===== config.mk =====
export PLATFORM = sky130hd
export DESIGN_NAME = matrix_mult_seq
export DESIGN_NICKNAME = d
export VERILOG_FILES = /design/src/rtl/matmul_pkg.sv /design/src/rtl/matmul_mac.sv /design/src/rtl/matrix_mult_seq.sv
export SDC_FILE = /design/constraint.sdc
export NUM_CORES = 1
export LEC_CHECK = 0
export CORE_UTILIZATION = 50
export DETAILED_ROUTE_END_ITERATION = 10
export GPL_TIMING_DRIVEN = 0
export PLACE_DENSITY = 0.86
export SKIP_LAST_GASP = 1
export SLEW_MARGIN = 15
export SYNTH_ARGS = -nofsm -noshare
export SYNTH_HDL_FRONTEND = slang
export SYNTH_SLANG_ARGS = --single-unit

===== constraint.sdc =====
create_clock -name clk -period 8 [get_ports clk]
set_input_delay 1.6 -clock clk [delete_from_list [all_inputs] [get_ports clk]]
set_output_delay 1.6 -clock clk [all_outputs]
set_load 0.05 [all_outputs]

===== src/rtl/matmul_pkg.sv =====
// Shared types and helpers for the sequential NxN matrix multiplier.
// MATMUL_SAT_EN selects saturating (defined) or truncating (undefined) result reduction.
package matmul_pkg;

    typedef enum logic [1:0] {IDLE, CALC, DONE} state_t;

    // Exact accumulator width for a sum of N products of two DW-bit values.
    function automatic int acc_w(input int n, input int dw);
        return 2 * dw + $clog2(n);
    endfunction

    // Row-major flat packing with element (0,0) in the MSBs.
    function automatic int elem_lsb(input int i, input int j, input int n, input int w);
        return (n * n - 1 - (i * n + j)) * w;
    endfunction

    // Caller keeps the low rw bits; rw must stay below 64.
    function automatic logic [63:0] reduce(input logic [63:0] x, input int rw);
        logic [63:0] max;
        max = (64'd1 << rw) - 64'd1;
`ifdef MATMUL_SAT_EN
        return (x > max) ? max : x;
`else
        return x & max;
`endif
    endfunction

endpackage


===== src/rtl/matmul_mac.sv =====
// Single multiply-accumulate unit: registered accumulator plus a combinational acc + a*b tap.
module matmul_mac
    import matmul_pkg::*;
#(
    parameter int DW    = 8,
    parameter int ACC_W = 17
) (
    input  logic             clk,
    input  logic             clr,
    input  logic             en,
    input  logic [DW-1:0]    a,
    input  logic [DW-1:0]    b,
    output logic [ACC_W-1:0] sum
);
    logic [ACC_W-1:0] acc;
    logic [2*DW-1:0]  prod;

    assign prod = {{DW{1'b0}}, a} * {{DW{1'b0}}, b};
    assign sum  = acc + ACC_W'(prod);

    // clr wins over en so the last product of an element is dropped, not carried.
    always_ff @(posedge clk) begin
        if (clr)
            acc <= '0;
        else if (en)
            acc <= sum;
    end

endmodule


===== src/rtl/matrix_mult_seq.sv =====
// Sequential NxN unsigned matrix multiplier (Res = A*B) built around one MAC, N^3 cycles per product.
// Result reduction is saturating when MATMUL_SAT_EN is defined, truncating otherwise.
module matrix_mult_seq
    import matmul_pkg::*;
#(
    parameter int N  = 2,
    parameter int DW = 8,
    parameter int RW = 8
) (
    input  logic              clk,
    input  logic              rst,
    input  logic              in_valid,
    output logic              in_ready,
    input  logic [N*N*DW-1:0] a,
    input  logic [N*N*DW-1:0] b,
    output logic              out_valid,
    input  logic              out_ready,
    output logic [N*N*RW-1:0] res
);
    localparam int              ACC_W = acc_w(N, DW);
    localparam int              IW    = $clog2(N);
    localparam logic [IW-1:0]   LAST  = IW'(N - 1);

    state_t            state;
    logic [N*N*DW-1:0] a_q, b_q;
    logic [IW-1:0]     i, j, k;
    logic [DW-1:0]     op_a, op_b;
    logic [ACC_W-1:0]  sum;
    logic [RW-1:0]     red;
    logic              accept, calc, elem_end, mac_clr;

    // in_ready is only ever high in IDLE, so this is the accept handshake.
    assign accept   = in_valid & in_ready;
    assign calc     = (state == CALC);
    assign elem_end = calc && (k == LAST);
    assign mac_clr  = rst | accept | elem_end;

    assign op_a = a_q[elem_lsb(int'(i), int'(k), N, DW) +: DW];
    assign op_b = b_q[elem_lsb(int'(k), int'(j), N, DW) +: DW];
    assign red  = RW'(reduce(64'(sum), RW));

    matmul_mac #(
        .DW    (DW),
        .ACC_W (ACC_W)
    ) u_mac (
        .clk (clk),
        .clr (mac_clr),
        .en  (calc),
        .a   (op_a),
        .b   (op_b),
        .sum (sum)
    );

    always_ff @(posedge clk) begin
        if (rst) begin
            state     <= IDLE;
            in_ready  <= 1'b1;
            out_valid <= 1'b0;
            res       <= '0;
            a_q       <= '0;
            b_q       <= '0;
            i         <= '0;
            j         <= '0;
            k         <= '0;
        end else begin
            case (state)
                IDLE: begin
                    if (in_valid) begin
                        a_q      <= a;
                        b_q      <= b;
                        i        <= '0;
                        j        <= '0;
                        k        <= '0;
                        in_ready <= 1'b0;
                        state    <= CALC;
                    end
                end
                CALC: begin
                    if (k == LAST) begin
                        res[elem_lsb(int'(i), int'(j), N, RW) +: RW] <= red;
                        k <= '0;
                        if (j == LAST) begin
                            j <= '0;
                            if (i == LAST) begin
                                i     <= '0;
                                state <= DONE;
                            end else begin
                                i <= i + 1'b1;
                            end
                        end else begin
                            j <= j + 1'b1;
                        end
                    end else begin
                        k <= k + 1'b1;
                    end
                end
                DONE: begin
                    // First DONE cycle raises out_valid; it then holds until consumed.
                    if (!out_valid) begin
                        out_valid <= 1'b1;
                    end else if (out_ready) begin
                        out_valid <= 1'b0;
                        in_ready  <= 1'b1;
                        state     <= IDLE;
                    end
                end
                default: begin
                    state     <= IDLE;
                    in_ready  <= 1'b1;
                    out_valid <= 1'b0;
                end
            endcase
        end
    end

endmodule


Yosys cells after proc, flatten, opt, wreduce, memory -nomap -nowiden

Index checks and enable logic that the tools add are counted.

Reduce and logical (&&, ||, !) cells: 11
Equality and inequality tests: 8
Bitwise logic cells: 4
Multiply operators: 1
Muxes and demuxes: 24
Shifts and indexed selects: 4
$add $sub $neg: 11

Operator list:

| kind                                                  | count |
|---|---|
| variable part select 32 x 7 -> 8 bit                  | 2 |
| negator 7 -> 33 bit                                   | 1 |
| variable shift 8 x 33 -> 32 bit, first input constant | 1 |
| variable part select 8 x 33 -> 32 bit                 | 1 |
| bitwise mux 32 bit                                    | 1 |
| adder 17 x 16 -> 17 bit                               | 1 |
| multiplier 8 x 8 -> 16 bit                            | 1 |
| 2-to-1 mux 2 bit                                      | 6 |
| != test 2 bit, second input constant                  | 6 |
| subtractor 2 x 3 -> 4 bit, first input constant       | 3 |
| 2-to-1 mux 1 bit                                      | 11 |
| adder 2 x 1 -> 3 bit                                  | 3 |
| one-hot mux 1 bit (2 select lines)                    | 4 |
| AND reduction 4 bit                                   | 2 |
| one-hot mux 2 bit (3 select lines)                    | 1 |
| AND reduction 2 bit                                   | 3 |
| AND reduction 6 bit                                   | 1 |
| adder 1 bit, second input constant                    | 3 |
| one-hot mux 1 bit (3 select lines)                    | 1 |
| AND reduction 3 bit                                   | 1 |
| == test 2 x 1 -> 1 bit, second input constant         | 1 |
| == test 2 bit, second input constant                  | 1 |
| logical NOT 2 bit                                     | 1 |
| OR 1 bit                                              | 2 |
| other kinds (5)                                       | 5 |

Register bits: 120
Output and inout bits: 34
Word-level logic and storage cells: 73
Bits of input ports: 68

Logic depth before layout (Yosys ltp)

Depth after elaboration: 7
Depth in mapped cells: 19
Gate-level depth less buffers: 17

Modules after synthesis

Synthesis repeated with hierarchy kept, for this count alone.

Cell total of the unflattened synthesis: 838
Area, all modules: 7,561.0 µm²

By module, submodules not included:

| module          | times used | cells an instance | area an instance (µm²) | sequential area each (µm²) |
|---|---|---|---|---|
| matrix_mult_seq | 1          | 470               | 4,327.9                | 2,062.0 |
| matmul_mac      | 1          | 368               | 3,233.1                | 340.3 |

Worst setup path before layout

No wires, ideal clock.

Kind: reg2reg
Start point: reg j
End point: reg res[15]
Path buffers: 1
Stages on the path, launching flop included: 19
Data arrival time: 5.296 ns
Library setup time: 0.062 ns
Path slack: 2.642 ns
Clock period less this slack: 5.358 ns
Path through: dfxtp_1 > buf_6 > mux4_1 > and2_1 > fa_1 > inv_1 > fa_1 > inv_1 > ha_1 > inv_1 > fa_1 > inv_1 > fa_1 > a21o_1 > a21oi_1 > xor2_1 > xnor3_2 > or4b_1 > nand3_1

Longest elaborated chain between the ends: 7

Ends and longest elaborated chain:

| item                                  | line                  | RTL |
|---|---|---|
| from (decl)                           | matrix_mult_seq.sv:26 | `logic [IW-1:0] i, j, k;` |
| from (signal assigned)                | matrix_mult_seq.sv:91 | `j <= j + 1'b1;` |
| adder 2 x 1 -> 3 bit                  | matmul_pkg.sv:14      | `return (n * n - 1 - (i * n + j)) * w;` |
| subtractor 2 x 3 -> 4 bit             | matmul_pkg.sv:14      |  |
| variable part select 32 x 7 -> 8 bit  | matrix_mult_seq.sv:39 | `assign op_b = b_q[elem_lsb(int'(k), int'(j), N, DW) +: DW];` |
| multiplier 8 x 8 -> 16 bit            | matmul_mac.sv:18      | `assign prod = {{DW{1'b0}}, a} * {{DW{1'b0}}, b};` |
| adder 17 x 16 -> 17 bit               | matmul_mac.sv:19      | `assign sum = acc + ACC_W'(prod);` |
| variable part select 8 x 33 -> 32 bit | matrix_mult_seq.sv:80 | `res[elem_lsb(int'(i), int'(j), N, RW) +: RW] <= red;` |
| bitwise mux 32 bit *                  | matrix_mult_seq.sv:80 |  |
| to (signal, indexed assignment)       | matrix_mult_seq.sv:80 |  |
| to (decl)                             | matrix_mult_seq.sv:18 | `output logic [N*N*RW-1:0] res` |

Mark *: on every way between the ends. The rest lies on a longest branch, timed or not.
A chain may end at the register's enable or synchronous reset.

Final worst setup path

Ends and elaborated chain as after synthesis.

==> flow_summary.ini <==
[setup_path]
worstPathArrival_ns = 6.21
cp.required_ns = 8.33
crit_type = reg2reg
reg2reg_depth = 18
cp-start-kind = flop
reg2reg_slack_ns = 2.12
worstSetupStartpoint = j
timing.rr.end = res[15]
end_kind = flop
endpoint = res[15]
critPathMaxFanout = 10
rr_startpoint = j

[clocking]
ctsLongestPathBuffers = 2
numCtsBuffers = 9
clock_latency_ns = 0.40
hold_buffers = 0
cts_resized = 0
clk_pin_slew_worst_paths_ns = 0.13
cts.sinks = 111
cts_tree = yes
htree_levels = 3
cts_root_buf = clkbuf_8
postCtsSetupBuffers = 0

[power_and_ir_drop]
power_mw = 1.09
p_seq_share_pct = 53.7
internal-power_mw = 0.774
powerDensity_nw_per_um2 = 159
p_comb_share_pct = 15.4
leakagePower_nw = 2.65
p_sw_share_pct = 29.2
ir_drop_mv = 0.113
clock_power_share_pct = 30.9
p_switching_mw = 0.319

[drt]
via_per_inst = 5.57
wire_per_inst_um = 16.2
wl_mm = 14.1
drc = 0
dr.pass1.iters = 7
via_count = 4859
postRouteAntennaNets = 0
drtIter0Drc = 288

[synthesis]
netlist_area_um2 = 5520
async_reset_ff_share_pct = 0
syn-mean-instance-area_um2 = 8.91
yosys.area.top_type = dfxtp_1
synthTopCellsByArea = dfxtp_1 (40%), nand2_1 (11%), a21oi_1 (7.0%)
yosysTopAreaCellShare_pct = 40.3
ys_types = 37
syn_nets = 727
yosysSeqAreaShare_pct = 40.3
yosys_warnings = 0
synth_flop_cell = dfxtp_1
synth_edf_count = 0
syn_inst = 619
synth_seq_cells = 111

[die]
die_area_um2 = 11500
rows = 37
die_y_um = 107
die-width_um = 107
initial_core_util_pct = 52.5
ios = 102
core_um2 = 10500

[sta]
fin_skew_ns = 0.0271
setup_viol = 0
fin_crit_sh_pct = 73.4
clock.fmax_mhz = 170
rsz0062_at_grt = false
min_period_ns = 5.88
finalSetupTns_ns = 0
tightest_slew_ns = 0.988
finalHoldViolCount = 0
relSlewSlack_pct = 33.6
maxSlewViolCount = 0

[job]
cap_violations = 0

[placed_design]
finalWeightedCongestion = 0.854
port_buffers = 101
hpwl_mm = 10.7

[grt]
grt_pass1_vias = 4799
antenna_found_initial = 0
overflow = 0
track_usage_pct = 25.5
grt_pass1_wl_mm = 22.5
grt_max_degree = 22

[status]
run_status = finished clean

[cells_and_area]
area_growth_syn_to_layout_pct = 24.9
nets = 839
drive_gt1_share_pct = 5.16
n_fill_cell = 812
n_antenna_cell = 0

[min_path]
hold_path_class = reg2reg
hp-start = b_q[19]
layer usage:
metal,vias to the layer above,track usage [%],routed length (µm)
li1,2307,-,-
met4,0,11.4,408
met3,36,4.86,871
met5,-,0,0
met1,2315,30.2,5720
met2,201,44.7,7140
layout by cell type (no fill, tap or decap), types with 6 or more instances in the layout:
cell             count
clkbuf_8             9
a21oi_1             77
ha_1                22
nor2_1              38
nand3b_1             6
clkdlybuf4s50_1    101
and2_1              19
inv_1               27
xnor2_1             14
fa_1                18
a22oi_1             29
dfxtp_1            111
mux4_2              10
clkbuf_1            24
nand2_1            165
mux4_1               6
stage by stage:
step	hold WS (ns)	cells	worst slack [ns]	utilization, %	instance area [µm²]
2_1_floorplan	0.432	619	2.64	-	5520
3_3_place_gp	0.439	856	2.28	63.7	6700
3_5_place_dp	0.447	856	2.17	63.7	6700
4_1_cts	0.462	872	2.13	65.6	6890
5_1_grt	0.485	872	1.83	65.6	6890
6_report	0.463	872	2.12	65.6	6890
cells in the mapped netlist (10+ instances only):
cell type,n
fa_1,18
a22oi_1,29
inv_1,27
ha_1,22
dfxtp_1,111
clkbuf_1,24
a21oi_1,77
nor2_1,38
xnor2_1,14
and2_1,19
nand2_1,165
mux4_2,10
sequential cells by signal, indices dropped and copies added, names as in the netlist:
signal	flops
in_ready	1
res	32
i	1
a_q	32
b_q	32
state	2
out_valid	1
j	1
u_mac.acc	8
k	1
worst min-delay path by stage:
stage	end	depth (start not counted)
3_5_place_dp	b_q[5]	2
6_report	b_q[19]	2
3_3_place_gp	b_q[6]	2
2_1_floorplan	b_q[16]	2
5_1_grt	b_q[10]	2
4_1_cts	b_q[14]	2
worst max-delay path: stages, from the launching register on:
cell and delay (ns):
dfxtp_1 0.43, buf_6 0.21, mux4_1 0.73, and2_1 0.24, fa_1 0.48, inv_1 0.05
fa_1 0.49, inv_1 0.04, ha_1 0.26, inv_1 0.05, fa_1 0.52, inv_1 0.07
fa_1 0.46, a21o_1 0.18, a21oi_1 0.30, xor2_1 0.22, xnor3_2 0.44, or4b_1 0.53
nand3_1 0.09
power groups by stage:
stage | clock network (mW) | logic, mW | registers (mW)
final | 0.338 | 0.168 | 0.587
after global routing | 0.360 | 0.183 | 0.589
after CTS | 0.338 | 0.167 | 0.586
after detailed placement | 0 | 0.166 | 0.599
after global placement | 0 | 0.161 | 0.598
after floorplan | 0 | 0.0964 | 0.596
layout make-up:
type / instances / area (µm²) / share of cell area (%)
Timing Repair Buffer: 101 / 1010 / 14.7
Clock inverter: 7 / 71.3 / 1.03
Buffer: 35 / 160 / 2.32
Multi-Input combinational cell: 446 / 3030 / 44.0
Clock buffer: 9 / 124 / 1.80
Inverter: 27 / 101 / 1.47
Sequential cell: 111 / 2220 / 32.2
Tap cell: 136 / 170 / 2.47
kinds of logic after synthesis:
group | Yosys count | synth area share, %
and+or+nand+nor | 256 | 20.5
xor gates and xnor gates | 22 | 4.26
DFF | 111 | 40.3
buffers and inverters | 62 | 4.74
adders and majority gates | 40 | 11.5
AOI/OAI and AO/OA | 112 | 11.7
muxes | 16 | 6.94
No activity file was read; power rests on OpenSTA's default activity.
